[config.mk]
export PLATFORM = sky130hd
export DESIGN_NAME = fetch_stage
export DESIGN_NICKNAME = d
export VERILOG_FILES = /design/src/rtl/fetch_stage.sv
export SDC_FILE = /design/constraint.sdc
export NUM_CORES = 1
export LEC_CHECK = 0
export CAP_MARGIN = 30
export CELL_PAD_IN_SITES_DETAIL_PLACEMENT = 1
export CELL_PAD_IN_SITES_GLOBAL_PLACEMENT = 2
export CORE_MARGIN = 5
export CORE_UTILIZATION = 32
export DETAILED_ROUTE_END_ITERATION = 6
export PLACE_DENSITY_LB_ADDON = 0.2
export SLEW_MARGIN = 20
export SYNTH_ARGS = -nofsm -noshare
export SYNTH_HDL_FRONTEND = slang
export SYNTH_SLANG_ARGS = --single-unit
[constraint.sdc]
create_clock -name clk -period 4.5 [get_ports clk]
set_input_delay 0.675 -clock clk [delete_from_list [all_inputs] [get_ports clk]]
set_output_delay 0.675 -clock clk [all_outputs]
set_load 0.05 [all_outputs]
[src/rtl/fetch_stage.sv]
`default_nettype none
// ============================================================================
//  Module   : fetch_stage
//  Purpose  : Front-end fetch stage. Owns the PC, runs a req/valid handshake
//             to instruction memory, assembles two-word instructions
//             (opword + 16-bit immediate) and presents them to decode.
//             Honours decode stall and jump redirect/flush.
//  Revision : 1.0 - initial release
// ============================================================================
module fetch_stage #(
    parameter int                    ADDR_WIDTH   = 16,
    parameter logic [ADDR_WIDTH-1:0] RESET_VECTOR = 16'h0000,
    parameter logic [4:0]            IMM_MASK     = 5'b11000,
    parameter logic [4:0]            IMM_MATCH    = 5'b11000
) (
    input  logic                  clk,
    input  logic                  reset,
    output logic                  imem_req,
    output logic [ADDR_WIDTH-1:0] imem_addr,
    input  logic [15:0]           imem_data,
    input  logic                  imem_valid,
    input  logic                  stall,
    input  logic                  jump_taken,
    input  logic [ADDR_WIDTH-1:0] jump_target,
    output logic [15:0]           instruction,
    output logic [15:0]           immediate,
    output logic                  instr_valid,
    output logic [ADDR_WIDTH-1:0] pc_out,
    output logic [ADDR_WIDTH-1:0] next_pc
);

    localparam logic [ADDR_WIDTH-1:0] c_ONE = 1;

    typedef enum logic [0:0] {
        FETCH_OP  = 1'b0,
        FETCH_IMM = 1'b1
    } state_t;

    state_t                state_q, state_d;
    logic [ADDR_WIDTH-1:0] pc_q, pc_d;
    logic [15:0]           opword_q, opword_d;
    logic [15:0]           instruction_q, instruction_d;
    logic [15:0]           immediate_q, immediate_d;
    logic                  instr_valid_q, instr_valid_d;
    logic [ADDR_WIDTH-1:0] pc_out_q, pc_out_d;
    logic [ADDR_WIDTH-1:0] next_pc_q, next_pc_d;

    logic w_free;
    logic w_xfer;
    logic w_two_word;

    // The output slot can take a new value when empty or when decode consumes it
    assign w_free     = !instr_valid_q || !stall;
    assign imem_req   = reset && w_free && !jump_taken;
    assign imem_addr  = pc_q;
    assign w_xfer     = imem_req && imem_valid;
    assign w_two_word = ((imem_data[15:11] & IMM_MASK) == IMM_MATCH);

    assign instruction = instruction_q;
    assign immediate   = immediate_q;
    assign instr_valid = instr_valid_q;
    assign pc_out      = pc_out_q;
    assign next_pc     = next_pc_q;

    // Next-state: jump flush beats stall; a free slot without a finished
    // instruction becomes a bubble so decode never sees a value twice
    always_comb begin
        state_d       = state_q;
        pc_d          = pc_q;
        opword_d      = opword_q;
        instruction_d = instruction_q;
        immediate_d   = immediate_q;
        instr_valid_d = instr_valid_q;
        pc_out_d      = pc_out_q;
        next_pc_d     = next_pc_q;
        if (jump_taken) begin
            pc_d          = jump_target;
            state_d       = FETCH_OP;
            instr_valid_d = 1'b0;
            opword_d      = 16'h0000;
        end else if (w_free) begin
            instr_valid_d = 1'b0;
            if (w_xfer) begin
                pc_d = pc_q + c_ONE;
                case (state_q)
                    FETCH_OP: begin
                        if (w_two_word) begin
                            opword_d = imem_data;
                            state_d  = FETCH_IMM;
                        end else begin
                            instruction_d = imem_data;
                            immediate_d   = 16'h0000;
                            pc_out_d      = pc_q;
                            next_pc_d     = pc_q + c_ONE;
                            instr_valid_d = 1'b1;
                        end
                    end
                    FETCH_IMM: begin
                        instruction_d = opword_q;
                        immediate_d   = imem_data;
                        pc_out_d      = pc_q - c_ONE;
                        next_pc_d     = pc_q + c_ONE;
                        instr_valid_d = 1'b1;
                        state_d       = FETCH_OP;
                    end
                    default: state_d = FETCH_OP;
                endcase
            end
        end
    end

    // State and output registers with asynchronous active-low reset
    always_ff @(posedge clk or negedge reset) begin
        if (!reset) begin
            state_q       <= FETCH_OP;
            pc_q          <= RESET_VECTOR;
            opword_q      <= 16'h0000;
            instruction_q <= 16'h0000;
            immediate_q   <= 16'h0000;
            instr_valid_q <= 1'b0;
            pc_out_q      <= '0;
            next_pc_q     <= '0;
        end else begin
            state_q       <= state_d;
            pc_q          <= pc_d;
            opword_q      <= opword_d;
            instruction_q <= instruction_d;
            immediate_q   <= immediate_d;
            instr_valid_q <= instr_valid_d;
            pc_out_q      <= pc_out_d;
            next_pc_q     <= next_pc_d;
        end
    end

endmodule
`default_nettype wire

==> results.py, run 1 <==
metrics = {
    "timing": {
        "whs_ns": 0.444,
        "skew_ns": 0.00616,
        "drv_slew": 0,
        "final_hold_viol_count": 0,
        "rsz0062_at_grt": "false",
        "slew_headroom": 0.526,
        "worst_pin_slew_ns": 0.704,
        "setup_tns_ns": 0,
        "fmax_mhz": 312,
        "finalCritPeriodShare": 0.711,
        "setup_viol": 0,
        "period_needed_ns": 3.20,
    },
    "clock_network": {
        "clk_path_buf_depth": 2,
        "cts_num_sinks": 98,
        "clock_latency_ns": 0.34,
        "hold_buffers": 0,
        "cts_resized": 0,
        "h-tree-depth": 3,
        "cts_root_buf": "clkbuf_16",
        "post_cts_buffers": 0,
        "cts_tree": "built",
        "cts_buffers": 9,
        "path_clk_slew_ns": 0.07,
    },
    "yosys": {
        "seq_area_frac_synth": 0.524,
        "yosys_warnings": 0,
        "synthCells": 504,
        "synth_edf_count": 0,
        "synth-seq-cells": 98,
        "netlist_area_um2": 4680,
        "synthArstFlopShare": 1.00,
        "syn_area_per_cell_um2": 9.28,
        "synth_fp_nets": 543,
        "synth_flop_cell": "dfrtp_1",
        "synth_cell_type_count": 45,
    },
    "floorplanning": {
        "design.core.area_um2": 14400,
        "die_width_um": 131,
        "initial_core_util": 0.324,
        "num_rows": 44,
        "dieArea_um2": 17100,
        "ioPinCount": 119,
        "fp.dieH_um": 131,
    },
    "power_and_ir_drop": {
        "combPwrFrac": 0.334,
        "clkPwrFrac": 0.272,
        "powerDensity_nw_per_um2": 453,
        "p_switching_mw": 1.10,
        "p_sw_frac": 0.388,
        "p_int_mw": 1.74,
        "p_leak_nw": 2.59,
        "seqPwrFrac": 0.393,
        "peakVddDrop_uv": 197,
    },
    "detailed_routing": {
        "drc": 0,
        "ant_nets": 0,
        "vias": 3975,
        "first_iter_violations": 153,
        "routedWlPerCell_um": 17.9,
        "wl_um": 14100,
        "drt_first_pass_iters": 4,
        "viasPerCell": 5.04,
    },
    "worst_hold_path": {
        "hold_path.class": "input pin to asynchronous set/reset pin",
    },
    "global_routing": {
        "grt_overflow": 0,
        "grt_pass1_vias": 4208,
        "grt_max_degree": 74,
        "grt.total_usage": 0.170,
        "antenna_found_initial": 0,
        "grt_pass1_wl_um": 22800,
    },
    "worst_setup_path": {
        "path_depth": 4,
        "worstPathArrival_ns": 2.53,
        "worst_path_largest_cell_delay_ns": 0.86,
        "crit_path_start_kind": "input pin",
        "worst_setup_path_end_kind": "output port",
        "timing.rr.end": "imem_addr[13]$_DFFE_PN0P_",
        "slowest_stage": "clkdlybuf4s50_1",
        "critPathBufInv": 2,
        "crit_type": "input pin to output port",
        "cpMostUsedCell": "clkdlybuf4s50_1",
        "r2r_slack_ns": 1.93,
        "critPathMaxFanout": 9,
        "rr_worst_depth": 4,
        "critPathLaunch": "stall",
        "r2r-start": "imem_addr[2]$_DFFE_PN0P_",
        "crit_required_ns": 3.83,
        "critPathTopFamily": "buffers and inverters",
        "path_cells": "clkdlybuf4s50_1 -> a21bo_1 -> nor2_1 -> clkdlybuf4s50_1",
    },
    "flow_run": {
        "drv_cap": 0,
    },
    "final_layout": {
        "stdcell_count": 789,
        "drive_gt1_frac": 0.0595,
        "final_cell_mix": "121 x nand2_1, 117 x clkdlybuf4s50_1, 97 x dfrtp_1",
        "fin_nets": 639,
        "diodes": 0,
        "num-fill-cells": 1655,
        "area_growth_syn_to_layout_pct": 34.4,
        "utilization": 0.436,
        "final_common_cell": "nand2_1",
    },
    "placed_design": {
        "io_buffers": 118,
        "dp.cells": 773,
        "dp_hpwl_um": 9940,
        "gp_congestion": 0.751,
    },
    "run_status": {
        "outcome": "completed",
    },
}
cell families (layout without fill, tap and decap cells):
kind of cell / after synthesis / count (layout) / share of synthesized area
buffers and inverters: 48 / 149 / 0.0428
xor gates and xnor gates: 33 / 33 / 0.0618
adders and majority gates: 2 / 2 / 0.00535
and+or+nand+nor: 204 / 204 / 0.203
DFF: 98 / 98 / 0.524
muxes: 19 / 19 / 0.0412
AOI/OAI and AO/OA: 100 / 100 / 0.121
power groups by stage:
stage / combinational (mW) / sequential, mW / clock (mW)
global route: 1.01 / 1.14 / 0.831
finish: 0.952 / 1.12 / 0.775
global placement: 0.953 / 1.13 / 0
CTS: 0.968 / 1.12 / 0.798
floorplan: 0.200 / 1.52 / 0
detailed placement: 0.965 / 1.14 / 0
cells in the mapped netlist (3+ instances only):
| cell | n | area share |
|---|---|---|
| a21o_1 | 3 | 0.0048 |
| a22o_1 | 4 | 0.0075 |
| o31ai_1 | 4 | 0.0064 |
| mux2i_1 | 17 | 0.036 |
| buf_1 | 4 | 0.0032 |
| nor2_1 | 14 | 0.011 |
| nor3_1 | 8 | 0.0086 |
| o21ai_0 | 70 | 0.075 |
| nor4_1 | 7 | 0.0094 |
| or4_1 | 6 | 0.0096 |
| xnor2_1 | 19 | 0.036 |
| a31oi_1 | 9 | 0.012 |
| clkbuf_1 | 30 | 0.024 |
| nand3_1 | 21 | 0.022 |
| nand2_1 | 121 | 0.097 |
| xor2_1 | 14 | 0.026 |
| buf_2 | 3 | 0.0032 |
| inv_1 | 5 | 0.0040 |
| dfrtp_1 | 98 | 0.52 |
| a21oi_1 | 4 | 0.0043 |
| nand4_1 | 8 | 0.011 |
| or3_1 | 3 | 0.0040 |
state kept, by name (all words and copies together), names as in the netlist:
| name | flops |
|---|---|
| imem_addr | 16 |
| immediate | 16 |
| instruction | 16 |
| next_pc | 16 |
| opword_q | 16 |
| pc_out | 16 |
| instr_valid | 1 |
| state_q | 1 |
layer usage:
metal	part of all wire	up-vias	wire length (um)	track usage
met5	0	-	0	0
met4	0.012	0	173	0.0520
met3	0.043	12	604	0.0268
met2	0.47	85	6620	0.270
met1	0.48	1965	6700	0.241
li1	-	1913	-	-
worst max-delay path by stage:
stage,endpoint
global placement,imem_req
floorplan,imem_addr[13]$_DFFE_PN0P_
finish,imem_req
detailed placement,imem_req
CTS,imem_req
global route,imem_req
worst reg2reg max path: cells and delay by family, from the launching register on:
family	cells	cell delay [ns]
compound gates	1	0.16
flops	1	0.71
simple gates	3	1.62
through the flow:
| stage | power, mW | cell area (um2) | setup WS, ns |
|---|---|---|---|
| finish | 2.85 | 6280 | 1.30 |
| global route | 2.98 | 6280 | 1.22 |
| CTS | 2.89 | 6280 | 1.32 |
| detailed placement | 2.10 | 5980 | 1.33 |
| global placement | 2.09 | 5980 | 1.39 |
| floorplan | 1.72 | 4680 | 2.12 |
cell type report:
class	instances	area, um2	share of cell area
clock buffers	12	267	0.0424
clock inverters	4	32.5	0.00518
inverters	7	26.3	0.00418
multi-input cells	358	2030	0.324
flip-flops and latches	98	2450	0.391
well taps	184	230	0.0366
repair buffers	126	1240	0.197
No activity file was read; power rests on OpenSTA's default activity.
==> run 2: changes to the inputs <==
- CORE_UTILIZATION: 32 -> 26
- clock period: 4.5 -> 2.6 ns (I/O delays scaled with it)
==> results.py, run 2 (synthesis gave the netlist of run 1 again) <==
metrics = {
    "clock_network": {
        "cts_tree": "built",
        "cts_buffers": 9,
        "clock_latency_ns": 0.36,
        "cts_num_sinks": 98,
        "post_cts_buffers": 0,
        "h-tree-depth": 3,
        "clk_path_buf_depth": 2,
        "path_clk_slew_ns": 0.07,
        "cts_root_buf": "clkbuf_16",
        "hold_buffers": 0,
        "cts_resized": 0,
    },
    "power_and_ir_drop": {
        "clkPwrFrac": 0.283,
        "p_switching_mw": 1.99,
        "p_int_mw": 3.08,
        "p_total_mw": 5.07,
        "seqPwrFrac": 0.376,
        "p_leak_nw": 2.72,
        "combPwrFrac": 0.340,
        "powerDensity_nw_per_um2": 773,
        "peakVddDrop_uv": 357,
        "p_sw_frac": 0.392,
    },
    "placed_design": {
        "io_buffers": 118,
        "dp_hpwl_um": 10900,
        "pre_cts_slack_ns": 0.160,
        "gp_congestion": 0.794,
    },
    "final_layout": {
        "register_area_um2": 2450,
        "num-fill-cells": 2029,
        "final_common_cell": "nand2_1",
        "final_cell_mix": "121 x nand2_1, 116 x clkdlybuf4s50_1, 97 x dfrtp_1",
        "area_growth_syn_to_layout_pct": 40.2,
        "multi_input_area_um2": 2030,
        "drive_gt1_frac": 0.0955,
        "diodes": 0,
        "fin_nets": 662,
    },
    "global_routing": {
        "grt_max_degree": 61,
        "grt_pass1_vias": 4410,
        "antenna_found_initial": 0,
        "grt_overflow": 0,
        "grt.total_usage": 0.152,
        "grt_pass1_wl_um": 24300,
    },
    "worst_setup_path": {
        "crit_type": "flop to output port",
        "worstPathArrival_ns": 1.89,
        "crit_path_start_kind": "flop",
        "critPathMaxFanout": 6,
        "crit_required_ns": 2.21,
        "path_cells": "buf_4 -> clkdlybuf4s50_1",
        "worst_path_largest_cell_delay_ns": 0.81,
        "slowest_stage": "clkdlybuf4s50_1",
        "worst_setup_path_end_kind": "output port",
    },
    "detailed_routing": {
        "routedWlPerCell_um": 17.6,
        "wl_um": 15100,
        "drt_first_pass_iters": 4,
        "drc": 0,
        "ant_nets": 0,
        "viasPerCell": 4.74,
        "vias": 4058,
        "first_iter_violations": 144,
    },
    "timing": {
        "period_needed_ns": 2.28,
        "drv_slew": 0,
        "finalCritPeriodShare": 0.875,
        "final_hold_viol_count": 0,
        "worst_slack_ns": 0.325,
        "rsz0062_at_grt": "false",
        "worst_pin_slew_ns": 0.792,
        "setup_viol": 0,
        "skew_ns": 0.00703,
        "slew_headroom": 0.472,
        "fmax_mhz": 439,
        "setup_tns_ns": 0,
    },
    "run_status": {
        "outcome": "completed",
    },
    "floorplanning": {
        "fp.dieH_um": 144,
        "dieArea_um2": 20800,
        "num_rows": 49,
        "ioPinCount": 119,
        "initial_core_util": 0.262,
        "design.core.area_um2": 17800,
        "die_width_um": 144,
    },
    "flow_run": {
        "drv_cap": 0,
    },
    "worst_hold_path": {
        "hold_path.class": "input pin to asynchronous set/reset pin",
    },
}
[run 2: cell types whose count changed in the layout (fill, tap and decap cells not counted)]
| cell | delta |
|---|---|
| buf_4 | +21 |
| bufinv_16 | +1 |
| buf_12 | +3 |
| clkbuf_8 | -3 |
| clkdlybuf4s50_1 | -1 |
| inv_8 | +2 |
[run 2: per-layer routing]
layer / wire length, um / vias to the layer above / GRT usage
met5: 0 / - / 0
li1: - / 1967 / -
met2: 7110 / 76 / 0.243
met3: 561 / 17 / 0.0222
met4: 337 / 0 / 0.0634
met1: 7070 / 1998 / 0.205
[run 2: final timing paths]
kind                       cells after the start  slack [ns]                        end                startpoint
setup reg to reg                               4        0.38  imem_addr[15]$_DFFE_PN0P_  imem_addr[8]$_DFFE_PN0P_
max in group asynchronous                      3        1.22        state_q$_DFFE_PN0P_                     reset
min in group clk                               2        0.47   immediate[2]$_DFFE_PN0P_  immediate[2]$_DFFE_PN0P_
setup / recovery                               2        0.32               imem_addr[3]  imem_addr[3]$_DFFE_PN0P_
hold / removal                                 2        0.14   imem_addr[7]$_DFFE_PN0P_                     reset
hold reg to reg                                2        0.47   immediate[2]$_DFFE_PN0P_  immediate[2]$_DFFE_PN0P_
[run 2: through the flow]
| step | instances | cell area [um2] | hold WS [ns] | util |
|---|---|---|---|---|
| 4_1_cts | 857 | 6560 | 0.162 | 0.368 |
| 3_3_place_gp | 841 | 6250 | 0.450 | 0.350 |
| 3_5_place_dp | 841 | 6250 | 0.455 | 0.350 |
| 6_report | 857 | 6560 | 0.144 | 0.368 |
| 2_1_floorplan | 504 | 4680 | 0.0944 | - |
| 5_1_grt | 857 | 6560 | 0.198 | 0.368 |
[run 2: layout make-up]
| type | instances | area share |
|---|---|---|
| timing repair buffer | 149 | 0.221 |
| sequential | 98 | 0.374 |
| clock inverter | 7 | 0.0130 |
| tap | 229 | 0.0437 |
| multi-input combinational | 358 | 0.310 |
| clock buffer | 9 | 0.0343 |
| inverter | 7 | 0.00401 |
[run 2: power groups by stage]
stage	clock network (mW)	logic, mW	registers, mW
floorplan	0	0.346	2.62
global placement	0	1.73	1.93
detailed placement	0	1.75	1.94
CTS	1.49	1.75	1.92
global route	1.55	1.83	1.95
finish	1.44	1.72	1.91
[run 2: critical path: cells and delay by family (launching register included)]
family / cells / cell delay (ns)
buf+inv: 2 / 1.02
flops: 1 / 0.51
